File: config.mk
export PLATFORM = sky130hd
export DESIGN_NAME = pipe_adder_seg
export DESIGN_NICKNAME = d
export VERILOG_FILES = /design/src/rtl/pipe_adder_seg_pkg.sv /design/src/rtl/adder_seg_stage.sv /design/src/rtl/pipe_adder_seg.sv
export SDC_FILE = /design/constraint.sdc
export NUM_CORES = 1
export LEC_CHECK = 0
export CORE_MARGIN = 2
export CORE_UTILIZATION = 47
export DETAILED_ROUTE_END_ITERATION = 10
export PLACE_DENSITY_LB_ADDON = 0.25
export SKIP_CTS_REPAIR_TIMING = 1
export SLEW_MARGIN = 10
export SYNTH_ARGS = -nofsm -noshare
export SYNTH_HDL_FRONTEND = slang
export SYNTH_SLANG_ARGS = --single-unit
export TNS_END_PERCENT = 1
File: constraint.sdc
create_clock -name clk -period 7.2 [get_ports clk]
set_input_delay 1.44 -clock clk [delete_from_list [all_inputs] [get_ports clk]]
set_output_delay 1.44 -clock clk [all_outputs]
set_load 0.02 [all_outputs]
File: src/rtl/pipe_adder_seg_pkg.sv
// Shared definitions for the segmented pipelined adder family.
//   op_e        : encoding of the sub control (add / subtract)
//   calc_stages : number of pipeline stages for a given width and segment size
//   seg_fits    : legality check, width must be a whole number of segments
package pipe_adder_seg_pkg;

  typedef enum logic {
    OpAdd = 1'b0,
    OpSub = 1'b1
  } op_e;

  function automatic int unsigned calc_stages(int unsigned n, int unsigned seg);
    return n / seg;
  endfunction

  function automatic bit seg_fits(int unsigned n, int unsigned seg);
    return (seg != 0) && ((n % seg) == 0);
  endfunction

endpackage

File: src/rtl/adder_seg_stage.sv
// One registered SEG-bit add-with-carry stage.
// Ports:
//   clk, reset : clock and asynchronous active-high reset
//   en         : pipeline advance; the stage holds its contents when low
//   valid_in   : beat valid entering this stage
//   a_seg      : operand A segment
//   b_seg      : operand B segment (already inverted for subtraction)
//   c_in       : carry from the previous stage (or the entry carry)
//   valid_out  : registered beat valid
//   s_seg      : registered segment sum
//   c_out      : registered carry out of this segment
module adder_seg_stage #(
  parameter int unsigned SEG = 4
) (
  input  logic           clk,
  input  logic           reset,
  input  logic           en,
  input  logic           valid_in,
  input  logic [SEG-1:0] a_seg,
  input  logic [SEG-1:0] b_seg,
  input  logic           c_in,
  output logic           valid_out,
  output logic [SEG-1:0] s_seg,
  output logic           c_out
);

  logic [SEG:0]   add_w;
  logic           valid_d, valid_q;
  logic [SEG-1:0] s_d, s_q;
  logic           c_d, c_q;

  assign add_w = {1'b0, a_seg} + {1'b0, b_seg} + {{SEG{1'b0}}, c_in};

  always_comb begin
    valid_d = valid_q;
    s_d     = s_q;
    c_d     = c_q;
    if (en) begin
      valid_d = valid_in;
      s_d     = add_w[SEG-1:0];
      c_d     = add_w[SEG];
    end
  end

  always_ff @(posedge clk or posedge reset) begin
    if (reset) begin
      valid_q <= 1'b0;
      s_q     <= '0;
      c_q     <= 1'b0;
    end else begin
      valid_q <= valid_d;
      s_q     <= s_d;
      c_q     <= c_d;
    end
  end

  assign valid_out = valid_q;
  assign s_seg     = s_q;
  assign c_out     = c_q;

endmodule

File: src/rtl/pipe_adder_seg.sv
// Pipelined N-bit add/subtract unit, carry chain registered every SEG bits.
// One segment is resolved per stage; STAGES = N/SEG cycles of latency, one beat per cycle.
// Ports:
//   clk, reset          : clock and asynchronous active-high reset
//   in_valid / in_ready : operand handshake (in_ready = pipeline may advance)
//   a, b, cin, sub      : operands; sub=0 a+b+cin, sub=1 a-b-cin
//   out_valid/out_ready : result handshake
//   sum                 : result modulo 2^N (saturated when enabled)
//   c_out               : add: carry out; sub: 1 = no borrow
//   ovf                 : signed overflow
// Build option: define PIPE_ADDER_SAT_EN for unsigned saturation of sum in the last stage.
module pipe_adder_seg
  import pipe_adder_seg_pkg::*;
#(
  parameter int unsigned N   = 16,
  parameter int unsigned SEG = 4
) (
  input  logic         clk,
  input  logic         reset,
  input  logic         in_valid,
  output logic         in_ready,
  input  logic [N-1:0] a,
  input  logic [N-1:0] b,
  input  logic         cin,
  input  logic         sub,
  output logic         out_valid,
  input  logic         out_ready,
  output logic [N-1:0] sum,
  output logic         c_out,
  output logic         ovf
);

  localparam int unsigned STAGES = calc_stages(N, SEG);

  if (!seg_fits(N, SEG)) begin : g_bad_seg
    $error("pipe_adder_seg: N must be a non-zero multiple of SEG");
  end

  logic              adv;
  logic [N-1:0]      b_eff;
  logic              c0;

  // Operands as seen at the input of each stage.
  logic [N-1:0]      op_a_in  [STAGES];
  logic [N-1:0]      op_b_in  [STAGES];
  logic [STAGES-1:0] stage_cin;
  logic [STAGES-1:0] stage_vin;

  logic [STAGES-1:0] stage_v;
  logic [STAGES-1:0] stage_c;
  logic [SEG-1:0]    stage_s  [STAGES];

  // Skew registers travelling alongside stage k: operands of the beat held in stage k,
  // and result segments 0..k-1 already resolved for it.
  logic [N-1:0]      op_a_d   [STAGES];
  logic [N-1:0]      op_a_q   [STAGES];
  logic [N-1:0]      op_b_d   [STAGES];
  logic [N-1:0]      op_b_q   [STAGES];
  logic [N-1:0]      lo_d     [STAGES];
  logic [N-1:0]      lo_q     [STAGES];
  logic [N-1:0]      res_w    [STAGES];

  logic [N-1:0]      sum_raw;
  logic              a_msb;
  logic              b_msb;

  // Global stall: everything shifts together or nothing moves.
  assign adv      = ~out_valid | out_ready;
  assign in_ready = adv;

  assign b_eff = (op_e'(sub) == OpSub) ? ~b : b;
  assign c0    = (op_e'(sub) == OpSub) ? ~cin : cin;

  always_comb begin
    op_a_in[0]   = a;
    op_b_in[0]   = b_eff;
    stage_cin[0] = c0;
    stage_vin[0] = in_valid;
    for (int unsigned k = 1; k < STAGES; k++) begin
      op_a_in[k]   = op_a_q[k-1];
      op_b_in[k]   = op_b_q[k-1];
      stage_cin[k] = stage_c[k-1];
      stage_vin[k] = stage_v[k-1];
    end
  end

  for (genvar k = 0; k < STAGES; k++) begin : g_stage
    adder_seg_stage #(
      .SEG(SEG)
    ) u_stage (
      .clk      (clk),
      .reset    (reset),
      .en       (adv),
      .valid_in (stage_vin[k]),
      .a_seg    (op_a_in[k][k*SEG +: SEG]),
      .b_seg    (op_b_in[k][k*SEG +: SEG]),
      .c_in     (stage_cin[k]),
      .valid_out(stage_v[k]),
      .s_seg    (stage_s[k]),
      .c_out    (stage_c[k])
    );
  end

  // Partial result after stage k: earlier segments from the skew register, segment k fresh.
  // lo_q[0] is never loaded, so res_w[0] starts from zero.
  always_comb begin
    for (int unsigned k = 0; k < STAGES; k++) begin
      res_w[k]                = lo_q[k];
      res_w[k][k*SEG +: SEG]  = stage_s[k];
    end
  end

  always_comb begin
    for (int unsigned k = 0; k < STAGES; k++) begin
      op_a_d[k] = op_a_q[k];
      op_b_d[k] = op_b_q[k];
      lo_d[k]   = lo_q[k];
    end
    if (adv) begin
      for (int unsigned k = 0; k < STAGES; k++) begin
        op_a_d[k] = op_a_in[k];
        op_b_d[k] = op_b_in[k];
      end
      lo_d[0] = '0;
      for (int unsigned k = 1; k < STAGES; k++) begin
        lo_d[k] = res_w[k-1];
      end
    end
  end

  always_ff @(posedge clk or posedge reset) begin
    if (reset) begin
      for (int unsigned k = 0; k < STAGES; k++) begin
        op_a_q[k] <= '0;
        op_b_q[k] <= '0;
        lo_q[k]   <= '0;
      end
    end else begin
      for (int unsigned k = 0; k < STAGES; k++) begin
        op_a_q[k] <= op_a_d[k];
        op_b_q[k] <= op_b_d[k];
        lo_q[k]   <= lo_d[k];
      end
    end
  end

  assign out_valid = stage_v[STAGES-1];
  assign sum_raw   = res_w[STAGES-1];
  assign c_out     = stage_c[STAGES-1];

  // Overflow uses the effective operand signs and the unsaturated result.
  assign a_msb = op_a_q[STAGES-1][N-1];
  assign b_msb = op_b_q[STAGES-1][N-1];
  assign ovf   = (a_msb == b_msb) & (sum_raw[N-1] != a_msb);

`ifdef PIPE_ADDER_SAT_EN
  // The operation type must follow the beat to the last stage to pick the saturation rail.
  logic [STAGES-1:0] sub_d, sub_q;

  always_comb begin
    sub_d = sub_q;
    if (adv) begin
      sub_d[0] = sub;
      for (int unsigned k = 1; k < STAGES; k++) begin
        sub_d[k] = sub_q[k-1];
      end
    end
  end

  always_ff @(posedge clk or posedge reset) begin
    if (reset) begin
      sub_q <= '0;
    end else begin
      sub_q <= sub_d;
    end
  end

  always_comb begin
    sum = sum_raw;
    if (op_e'(sub_q[STAGES-1]) == OpSub) begin
      if (!c_out) begin
        sum = '0;
      end
    end else if (c_out) begin
      sum = '1;
    end
  end
`else
  always_comb begin
    sum = sum_raw;
  end
`endif

endmodule

==> key figures <==
Placement
  • IO Port Bufs: 57
  • Pre-CTS setup slack: 3090 ps
  • GPL Wtd Cong: 0.708
  • Detailed Place HPWL: 4.59 mm

Cells and area
  • Antenna diodes: 0
  • P&R area growth vs syn: 15.3%
  • Share of layout cells above drive strength 1: 0.0429
  • Fillcell total: 876
  • Sequential cell area: 2450 µm²
  • Area of the multi-input gates: 1690 µm²
  • NumNets Final: 567

Floorplan
  • Num rows: 35
  • CORE AREA: 9200 µm²
  • Die H: 101 µm
  • Initial core utilization: 0.483
  • Area of the die: 10200 µm²
  • Die Wd: 101 µm
  • Io pins: 58

Routing
  • Initial DRC count: 128
  • Wire per inst: 11.3 µm
  • DR vias/cell: 4.72
  • Remaining antenna violation count: 0
  • DRT Pass-1 Iters: 4
  • Drt drc: 0
  • DR vias: 2944
  • Total wire length: 7.07 mm

Critical path
  • CP max FO: 2
  • Crit path kind: input pin to output port
  • Critical path arrival: 2670 ps
  • Worst EP required: 5760 ps
  • Crit start category: input pin
  • CP Capture Type: output port

Clock tree
  • CTS clock-pin slew for the worst setup and hold paths: 80 ps
  • Clk Latency, worst-skew pair: 360 ps
  • Max Root-Sink Buffers: 2
  • Sink Count: 98
  • CTS Root Cell: clkbuf_8
  • CTS tree: yes
  • H-tree depth: 3
  • CTS buffer count: 9

Yosys
  • Mapped Cells: 472
  • Netlist cell types: 24
  • Yosys top cell by area: dfrtp_1
  • Ys Warns: 0
  • Syn Nets: 530
  • Seq/Total Area, Yosys: 0.552
  • Top cells by area, synth: dfrtp_1, nand2_1, fa_1, ha_1, buf_4
  • Mapped Area: 4440 µm²
  • Flops & latches, synth: 98
  • Synth top area share: 0.552
  • Syn Area/Cell: 9.41 µm²

Power
  • Worst vdd ir: 0.192 mV
  • Pwr Density: 403 nW/µm²
  • Pleak: 2.53 nW

STA
  • Final period utilization: 0.571
  • Endpoints failing setup: 0
  • Crit path time final: 4110 ps
  • Slew @ Worst Pin: 987 ps
  • Final worst slack: 3090 ps
  • Final Slew Violations: 0
  • Hold WS: 465 ps
  • Rel. slew slack: 0.342
  • Peak Freq: 243 MHz
  • Setup Skew: 11.6 ps
  • Count of final hold-check violations: 0
  • Sum of negative setup slack: 0 ps
  • Unrepaired setup endpoints after global routing: no

Global route
  • Largest net degree at the start of global routing: 107
  • GRT Overall Usage: 0.154
  • Vias in the first global route: 2772
  • Initial antenna violation count: 0
  • Total gr overflow: 0
  • Global-route wire length before repair: 12.4 mm

Job
  • Max Cap Viol: 0

Run status
  • Status: complete, no violations

Worst hold path
  • Hold Path Class: flip-flop to flip-flop
==> worst max-delay path, cell delays in order <==
cell and delay (ps):
clkdlybuf4s50_1 500, nor2b_4 60, inv_4 70, clkdlybuf4s50_1 600
==> power by group <==
group,switching (mW),total [mW],internal [mW]
clock network,0.174,0.342,0.167
registers,0.130,0.925,0.795
logic,0.443,0.799,0.356
==> placed cells by master, fill, tap and decap left out <==
| cell type | count |
|---|---|
| a211oi_1 | 1 |
| a21o_1 | 5 |
| a21oi_1 | 11 |
| buf_4 | 4 |
| bufinv_16 | 1 |
| clkbuf_1 | 2 |
| clkbuf_8 | 10 |
| clkdlybuf4s50_1 | 57 |
| clkinv_2 | 2 |
| dfrtp_1 | 98 |
| fa_1 | 8 |
| ha_1 | 12 |
| inv_1 | 10 |
| inv_4 | 2 |
| nand2_1 | 220 |
| nand2b_1 | 1 |
| nor2_1 | 9 |
| nor2b_1 | 2 |
| nor2b_4 | 2 |
| nor3_1 | 1 |
| o21a_1 | 2 |
| o21ai_0 | 20 |
| o21ai_1 | 10 |
| o31ai_2 | 1 |
| xnor2_1 | 14 |
| xor2_1 | 8 |
==> registers in the layout, indices dropped and copies added, names as in the netlist <==
| register | cells |
|---|---|
| a_msb | 1 |
| sum | 12 |
| g_stage.u_stage.s_seg | 16 |
| op_b_in | 24 |
| g_stage.u_stage.valid_out | 4 |
| lo_q | 12 |
| g_stage.u_stage.c_out | 4 |
| b_msb | 1 |
| op_a_in | 24 |
==> logic make-up after synthesis <==
kind of cell | count (synthesis) | share of synthesized area
adders and majority gates | 20 | 0.0699
AOI/OAI and AO/OA | 50 | 0.0626
buffers and inverters | 47 | 0.0668
DFF | 98 | 0.552
and+or+nand+nor | 235 | 0.205
xor gates and xnor gates | 22 | 0.0434
==> worst paths after layout <==
path | startpoint | to | slack [ps] | cells after the start
setup reg to reg | g_stage[0].u_stage.c_out | g_stage[1].u_stage.c_out | 5290 | 5
setup / recovery | out_ready | in_ready | 3090 | 4
hold reg to reg | g_stage[2].u_stage.valid_out | g_stage[2].u_stage.valid_out | 470 | 2
max in group asynchronous | reset | op_b_in[28] | 4610 | 3
min in group asynchronous | reset | lo_q[21] | 1350 | 2
hold / removal | g_stage[2].u_stage.valid_out | g_stage[2].u_stage.valid_out | 470 | 2
==> cell usage after synthesis (all sizes together) <==
library cell	count
nand2	220
nand2b	1
fa	8
o21ai	30
clkbuf	1
a21oi	11
inv	12
buf	34
o31ai	1
a211oi	1
o21a	2
nor2	9
xor2	8
xnor2	14
nor3	1
a21o	5
nor2b	4
dfrtp	98
ha	12
==> per-layer routing <==
| layer | global-route usage | part of all wire |
|---|---|---|
| met1 | 0.210 | 0.50 |
| met2 | 0.239 | 0.44 |
| met3 | 0.0345 | 0.038 |
| met4 | 0.0686 | 0.020 |
| met5 | 0 | 0 |
==> area by class of cell <==
type / instances / area share
Clock inverter: 3 / 0.00782
Sequential cell: 98 / 0.479
Inverter: 12 / 0.00978
Tap cell: 111 / 0.0271
Multi-Input combinational cell: 327 / 0.330
Timing Repair Buffer: 61 / 0.117
Clock buffer: 12 / 0.0284
==> per-stage QoR <==
step / total power, mW / util / std cells / cell area (µm²)
6_report: 2.07 / 0.557 / 624 / 5120
5_1_grt: 2.25 / 0.557 / 624 / 5120
4_1_cts: 2.10 / 0.557 / 624 / 5120
3_5_place_dp: 1.75 / 0.536 / 609 / 4930
3_3_place_gp: 1.72 / 0.536 / 609 / 4930
2_1_floorplan: 1.55 / - / 472 / 4440
No activity file was read; power rests on OpenSTA's default activity.
